`config.mk`:
```
export PLATFORM = sky130hd
export DESIGN_NAME = spi_xact_seq
export DESIGN_NICKNAME = d
export VERILOG_FILES = /design/src/rtl/spi_xact_seq.sv
export SDC_FILE = /design/constraint.sdc
export NUM_CORES = 1
export LEC_CHECK = 0
export ABC_AREA = 0
export BUFFER_PORTS_ARGS = -buffer_cell sky130_fd_sc_hd__buf_2
export CAP_MARGIN = 20
export CORE_ASPECT_RATIO = 2
export CORE_MARGIN = 1
export CORE_UTILIZATION = 39
export CTS_CLUSTER_DIAMETER = 100
export DETAILED_ROUTE_END_ITERATION = 6
export GPL_ROUTABILITY_DRIVEN = 0
export GPL_TIMING_DRIVEN = 0
export PLACE_DENSITY = 0.64
export SYNTH_ARGS = -nofsm -noshare
export SYNTH_HDL_FRONTEND = slang
export SYNTH_SLANG_ARGS = --single-unit
```
`constraint.sdc`:
```
create_clock -name clk -period 4.7 [get_ports clk]
set_input_delay 0.705 -clock clk [delete_from_list [all_inputs] [get_ports clk]]
set_output_delay 0.705 -clock clk [all_outputs]
set_load 0.02 [all_outputs]
```
`src/rtl/spi_xact_seq.sv`:
```
`default_nettype none
// ============================================================================
// Module   : spi_xact_seq
// Brief    : Register-access transaction sequencer in front of a byte-wide
//            SPI master. Sends a header {rw, burst, addr} followed by len data
//            bytes, framing them with chip-select setup/hold delays and a
//            per-byte timeout.
// Revision : 1.0  initial release
// ============================================================================
module spi_xact_seq #(
  parameter int CS_SETUP = 4,
  parameter int CS_HOLD  = 4,
  parameter int TIMEOUT  = 1024
) (
  input  logic       clk,
  input  logic       rst,
  input  logic       req,
  input  logic       rw,
  input  logic [5:0] addr,
  input  logic [3:0] len,
  input  logic [7:0] wr_data,
  output logic       wr_pop,
  output logic [7:0] rd_data,
  output logic       rd_valid,
  output logic [7:0] status,
  output logic       busy,
  output logic       done,
  output logic       err,
  output logic       cs_n,
  output logic       spi_start,
  output logic [7:0] spi_data_in,
  input  logic [7:0] spi_data_out,
  input  logic       spi_new_data
);

  // One shared wait timer serves setup, transfer timeout and hold.
  localparam int C_MAX_SH = (CS_SETUP > CS_HOLD) ? CS_SETUP : CS_HOLD;
  localparam int C_MAXC   = (TIMEOUT > C_MAX_SH) ? TIMEOUT : C_MAX_SH;
  localparam int C_TW     = $clog2(C_MAXC + 1);

  localparam logic [C_TW-1:0] C_SETUP_LAST = C_TW'(CS_SETUP - 1);
  localparam logic [C_TW-1:0] C_HOLD_LAST  = C_TW'(CS_HOLD - 1);
  localparam logic [C_TW-1:0] C_TO_LAST    = C_TW'(TIMEOUT - 1);

  typedef enum logic [2:0] {
    IDLE  = 3'd0,
    SETUP = 3'd1,
    XFER  = 3'd2,
    HOLD  = 3'd3,
    FIN   = 3'd4
  } state_t;

  state_t          state_q, state_d;
  logic            rw_q, rw_d;
  logic [3:0]      len_q, len_d;
  logic [3:0]      bcnt_q, bcnt_d;     // index of byte in flight: 0 = header
  logic [C_TW-1:0] tmr_q, tmr_d;
  logic            err_q, err_d;
  logic            cs_n_q, cs_n_d;
  logic [7:0]      sdi_q, sdi_d;
  logic [7:0]      rdd_q, rdd_d;
  logic            rdv_q, rdv_d;
  logic [7:0]      stat_q, stat_d;
  logic            w_final;

  // Final byte is the header for len=0, otherwise data byte number len.
  assign w_final = (bcnt_q == len_q);

  // Next-state and pulse outputs of the transaction sequencer.
  always_comb begin
    state_d   = state_q;
    rw_d      = rw_q;
    len_d     = len_q;
    bcnt_d    = bcnt_q;
    tmr_d     = tmr_q;
    err_d     = err_q;
    cs_n_d    = cs_n_q;
    sdi_d     = sdi_q;
    rdd_d     = rdd_q;
    rdv_d     = 1'b0;
    stat_d    = stat_q;
    wr_pop    = 1'b0;
    spi_start = 1'b0;
    done      = 1'b0;

    case (state_q)
      IDLE: begin
        if (req) begin
          rw_d    = rw;
          len_d   = len;
          sdi_d   = {rw, (len > 4'd1), addr};
          bcnt_d  = 4'd0;
          err_d   = 1'b0;
          cs_n_d  = 1'b0;
          tmr_d   = '0;
          state_d = SETUP;
        end
      end

      SETUP: begin
        if (tmr_q == C_SETUP_LAST) begin
          tmr_d   = '0;
          state_d = XFER;
        end else begin
          tmr_d = tmr_q + 1'b1;
        end
      end

      XFER: begin
        spi_start = 1'b1;
        if (spi_new_data) begin
          tmr_d = '0;
          if (bcnt_q == 4'd0) begin
            stat_d = spi_data_out;
          end else if (rw_q) begin
            rdd_d = spi_data_out;
            rdv_d = 1'b1;
          end
          if (w_final) begin
            // Drop the start level now so the master does not begin another byte.
            spi_start = 1'b0;
            state_d   = HOLD;
          end else begin
            bcnt_d = bcnt_q + 4'd1;
            sdi_d  = rw_q ? 8'h00 : wr_data;
            wr_pop = ~rw_q;
          end
        end else if (tmr_q == C_TO_LAST) begin
          err_d   = 1'b1;
          tmr_d   = '0;
          state_d = HOLD;
        end else begin
          tmr_d = tmr_q + 1'b1;
        end
      end

      HOLD: begin
        if (tmr_q == C_HOLD_LAST) begin
          tmr_d   = '0;
          cs_n_d  = 1'b1;
          state_d = FIN;
        end else begin
          tmr_d = tmr_q + 1'b1;
        end
      end

      FIN: begin
        done    = 1'b1;
        state_d = IDLE;
      end

      default: begin
        state_d = IDLE;
        cs_n_d  = 1'b1;
      end
    endcase
  end

  // State and datapath registers, cleared asynchronously by the low reset.
  always_ff @(posedge clk or negedge rst) begin
    if (!rst) begin
      state_q <= IDLE;
      rw_q    <= 1'b0;
      len_q   <= 4'd0;
      bcnt_q  <= 4'd0;
      tmr_q   <= '0;
      err_q   <= 1'b0;
      cs_n_q  <= 1'b1;
      sdi_q   <= 8'h00;
      rdd_q   <= 8'h00;
      rdv_q   <= 1'b0;
      stat_q  <= 8'h00;
    end else begin
      state_q <= state_d;
      rw_q    <= rw_d;
      len_q   <= len_d;
      bcnt_q  <= bcnt_d;
      tmr_q   <= tmr_d;
      err_q   <= err_d;
      cs_n_q  <= cs_n_d;
      sdi_q   <= sdi_d;
      rdd_q   <= rdd_d;
      rdv_q   <= rdv_d;
      stat_q  <= stat_d;
    end
  end

  assign busy        = (state_q != IDLE);
  assign err         = err_q;
  assign cs_n        = cs_n_q;
  assign spi_data_in = sdi_q;
  assign rd_data     = rdd_q;
  assign rd_valid    = rdv_q;
  assign status      = stat_q;

endmodule
`default_nettype wire

```
=== Word level (Yosys, flattened, before mapping) ===
Index checks and enable logic that the tools add are counted.

* Flip-flop bits (word level): 50
* Bits in latches: 0
* Memory bits (writable): 0
* Bits in read-only memories: 0
* Bits of input ports: 31
* Output and inout bits: 31
* Memories kept: 0

* $add $sub $neg: 2
* $mul: 0
* Div/mod/pow operators: 0
* Magnitude comparators: 1
* Equality and inequality tests: 16
* Shift-type cells: 0
* Muxes and demuxes: 38
* Bitwise logic cells: 3
* Reduce and logical (&&, ||, !) cells: 15

{| class="wikitable"
|+ Operator list
! kind !! count
|-
| $mux W11 || 4
|-
| $pmux W11 S3 || 1
|-
| $mux W8 || 4
|-
| $mux W3 || 6
|-
| $pmux W8 S2 || 1
|-
| $mux W1 || 15
|-
| $ne A2 B2 Y1 const B || 7
|-
| $mux W4 || 3
|-
| $pmux W3 S4 || 1
|-
| $reduce_and A4 Y1 || 3
|-
| $add A11 B1 Y11 const B || 1
|-
| $eq A11 B10 Y1 const B || 1
|-
| $eq A11 B2 Y1 const B || 1
|-
| $pmux W4 S2 || 1
|-
| $eq A3 B2 Y1 const B || 2
|-
| $ne A3 B3 Y1 const B || 2
|-
| $reduce_and A3 Y1 || 2
|-
| $reduce_bool A3 Y1 || 2
|-
| $reduce_and A5 Y1 || 1
|-
| $add A4 B1 Y4 const B || 1
|-
| $eq A4 B4 Y1 || 1
|-
| $gt A4 B1 Y1 const B || 1
|-
| $logic_not A4 Y1 || 1
|-
| $reduce_and A2 Y1 || 2
|-
| 9 further kinds || 11
|}

=== Depth between registers and ports, before layout ===
* Depth after elaboration: 4
* Gate-level depth with buffers: 7

=== Worst setup path after synthesis ===
OpenSTA, ideal clock, no wires.

* Kind: register -> output
* From: reg state_q[0]
* To: out spi_start
* Arrival time: 1.462 ns
* Path slack: 2.533 ns
* Stages on the path, launching flop included: 5
* Cells stage by stage: dfrtp_1 or3b_1 clkbuf_1 clkbuf_1 a21oi_1

* Cells in the longest elaborated chain, start to end: 2

{| class="wikitable"
|+ Ends and longest elaborated chain
! element !! RTL line !! source
|-
| from (decl) || 53 || <nowiki>state_t state_q, state_d;</nowiki>
|-
| from (signal assigned) || 174 || <nowiki>state_q <= state_d;</nowiki>
|-
| $eq A3 B2 Y1 || 86 || <nowiki>case (state_q)</nowiki>
|-
| $mux W1 || 86 ||
|-
| to (decl) || 30 || <nowiki>output logic spi_start,</nowiki>
|}

Every way passes these cells.

=== Final worst setup path ===
Same ends and word-level chain as after synthesis.

==> results_dict.tcl <==
set metrics [dict create \
    drcViolationCount 8 \
    hold_path_class "input pin to asynchronous set/reset pin" \
    maxCapViolCount 0 \
    worst-path-max-fanout 10 \
    syn_inst 223 \
    syn_area_per_cell_um2 10.8 \
    cp_cell_sequence "or3b_1 > clkbuf_1 > clkbuf_1 > a21oi_1 > buf_2" \
    violations "design-rule violations" \
    worstSetupStartpoint "state_q[0]" \
    post-place-ws_ns 2.17 \
    setup_tns_ns 0 \
    fin_area_um2 2970 \
    grt_pass1_wl_um 9030 \
    startpoint_type "flip-flop" \
    synth_compound_area_share_pct 14.1 \
    yosys-top-cells-count "dfrtp_1 (49), a21oi_1 (24), mux2_2 (21), nor2_1 (21), and3_1 (9)" \
    synth_cell_type_count 43 \
    path_class "flip-flop to output pin" \
    path_buf_inv 3 \
    place_area_um2 2820 \
    ios 62 \
    grt_max_degree 27 \
    ant_nets 0 \
    cts_tree "built" \
    dieArea_um2 6520 \
    clockBufferDepth 2 \
    leakagePower_nw 1.55 \
    post_drt_wl_per_cell_um 15.7 \
    synth_top_family_by_area "simple AND/OR/NAND/NOR gates" \
    routed_wl_um 5600 \
    crit_slowest_cell "dfrtp_1" \
    initial_utilization_pct 40.1 \
    core_area_um2 6010 \
    postCtsSetupRepairBufs 0 \
    dp_hpwl_um 4300 \
    io_buffers 61 \
    rows 40 \
    critPathTopFamily "buffers and inverters" \
    fmax_ghz 0.379 \
    fin_crit_sh_pct 56.2 \
    antenna_found_initial 0 \
    cts_buffers 5 \
    slew_viol_final 0 \
    dieWidth_um 57.6 \
    synthXorXnorAreaFrac_pct 3.27 \
    synthesis.nets 257 \
    grt_pass1_vias 1924 \
    synth_top_area_cell "dfrtp_1" \
    layout.nets 326 \
    max_stage_delay_ns 0.39 \
    cts-hold-fix-buffers 0 \
    critical_path_arrival_ns 1.93 \
    multi_input_area_um2 1100 \
    grt_use_total_pct 18.3 \
    status "finished with violations" \
    ys_ff_latch 50 \
    clk_latency_ns 0.29 \
    synth_top_cell_area_share_pct 50.9 \
    ys_top_cells_by_area "dfrtp_1 (51%), mux2_2 (9.8%), a21oi_1 (5.0%)" \
    htreeDepth 2 \
    power_density_nw_per_um2 287 \
    first_pass_iters 6 \
    synth_ff_type "dfrtp_1" \
    vias 1967 \
    syn_area_um2 2410 \
    yosysMostFrequentCell "dfrtp_1" \
    r2r_start "state_q[0]" \
    cts.clk_slew.worst_paths_ns 0.07 \
    setup_viol 0 \
    final-hold-violation-count 0 \
    antenna_cells 0 \
    crit_top_cell "clkbuf_1" \
    synthArstFlopShare_pct 100 \
    yosysSeqAreaShare_pct 51.9 \
    cts_resized 0 \
    relSlewSlack_pct 57.5 \
    cp.required_ns 3.99 \
    layout-drive-gt1-share_pct 35.8 \
    area_growth_pct 23.0 \
    clock-skew-final_ns 0.00414 \
    vias_per_cell 5.53 \
    clkSinkCount 50 \
    vdd.ir_drop.worst_mv 0.160 \
    final_util_pct 49.4 \
    yosysWarnings 0 \
    num-fill-cells 581 \
    overflow 0 \
    fp.dieH_um 113 \
    fin_crit_ns 2.64 \
    synthSimpleGateAreaFrac_pct 16.9 \
    drtIter0Drc 50 \
    muxShareOfSynthArea_pct 9.81 \
    rsz0062_at_grt "false" \
    endpoint_kind "output pin" \
    synth_adder_area_share_pct 1.56 \
    regArea_um2 1250 \
    setup_slack_ns 2.06 \
    cts_root_buf "clkbuf_16" \
    worst_slew_pin_slew_ns 0.631 \
    synth_edf_count 0 \
]
==> cell usage in the layout, fill, tap and decap left out, types with 3 or more instances in the layout <==
master	netlist	final
nor3_1	7	7
mux2_2	21	21
dfrtp_1	49	49
clkbuf_1	5	5
ha_1	3	3
and3_1	9	9
nor2_1	21	21
inv_1	8	8
xor2_1	7	7
nor4_1	3	3
nand2_1	7	7
a21oi_1	24	24
or3_1	6	6
clkbuf_16	0	5
nand3_1	8	8
o21ai_0	6	6
a22o_1	4	4
buf_2	2	63
==> power breakdown <==
part / switching (W) / internal [W] / leakage [nW]
clock: 0.000156 / 0.000211 / 0.0729
combinational: 0.0000272 / 0.0000186 / 0.825
sequential: 0.00000371 / 0.000436 / 0.647
total: 0.000187 / 0.000666 / 1.55
==> routing by layer <==
| layer | routed length [µm] | global-route usage, % | up-vias | part of all wire (%) |
|---|---|---|---|---|
| met5 | 0 | 0 | - | 0 |
| met4 | 102 | 7.15 | 0 | 1.8 |
| met3 | 259 | 4.11 | 8 | 4.6 |
| li1 | - | - | 938 | - |
| met1 | 1980 | 17.9 | 961 | 35 |
| met2 | 3250 | 35.5 | 60 | 58 |
==> area by class of cell <==
cell class	instances	area share (%)
sequential	50	42.2
multi-input combinational	158	37.1
timing repair buffer	62	11.0
clock buffer	6	4.68
tap	63	2.66
inverter	8	1.01
buffer	7	0.970
clock inverter	2	0.422
==> stage by stage <==
stage | hold WS [ns] | instances | total power, W
after CTS | 0.423 | 356 | 0.000864
after global routing | 0.461 | 356 | 0.000880
after global placement | 0.481 | 347 | 0.000492
final | 0.415 | 356 | 0.000852
after floorplan | 0.409 | 223 | 0.000462
after detailed placement | 0.487 | 348 | 0.000495
==> sequential cells by signal, indices dropped and copies added, names as in the netlist, 3 cells and up <==
| name | cells |
|---|---|
| tmr_q | 11 |
| spi_data_in | 8 |
| len_q | 4 |
| rd_data | 8 |
| bcnt_q | 4 |
| state_q | 3 |
| status | 8 |
==> worst paths after layout <==
path,to,slack [ns],depth (start not counted)
setup / recovery,spi_start,2.06,5
hold / removal,rd_data[5],0.41,1
setup reg to reg,spi_data_in[5],2.45,7
hold reg to reg,rd_data[3],0.50,1
max in group asynchronous,cs_n,3.66,2
min in group clk,rd_data[3],0.50,1
==> cell families after synthesis <==
family,count (synthesis)
compound gates,50
xor+xnor,9
fa+ha+maj,3
buf+inv,15
flops,50
mux,21
simple gates,75
==> worst register-to-register path: stages, from the launching register on <==
cell and delay, ns:
dfrtp_1 0.39, clkbuf_1 0.21, nor3b_2 0.51, o41ai_1 0.19, a21oi_2 0.40, buf_2 0.30, nor2_1 0.06, a21oi_1 0.11
(Power assumes the default switching activity.)
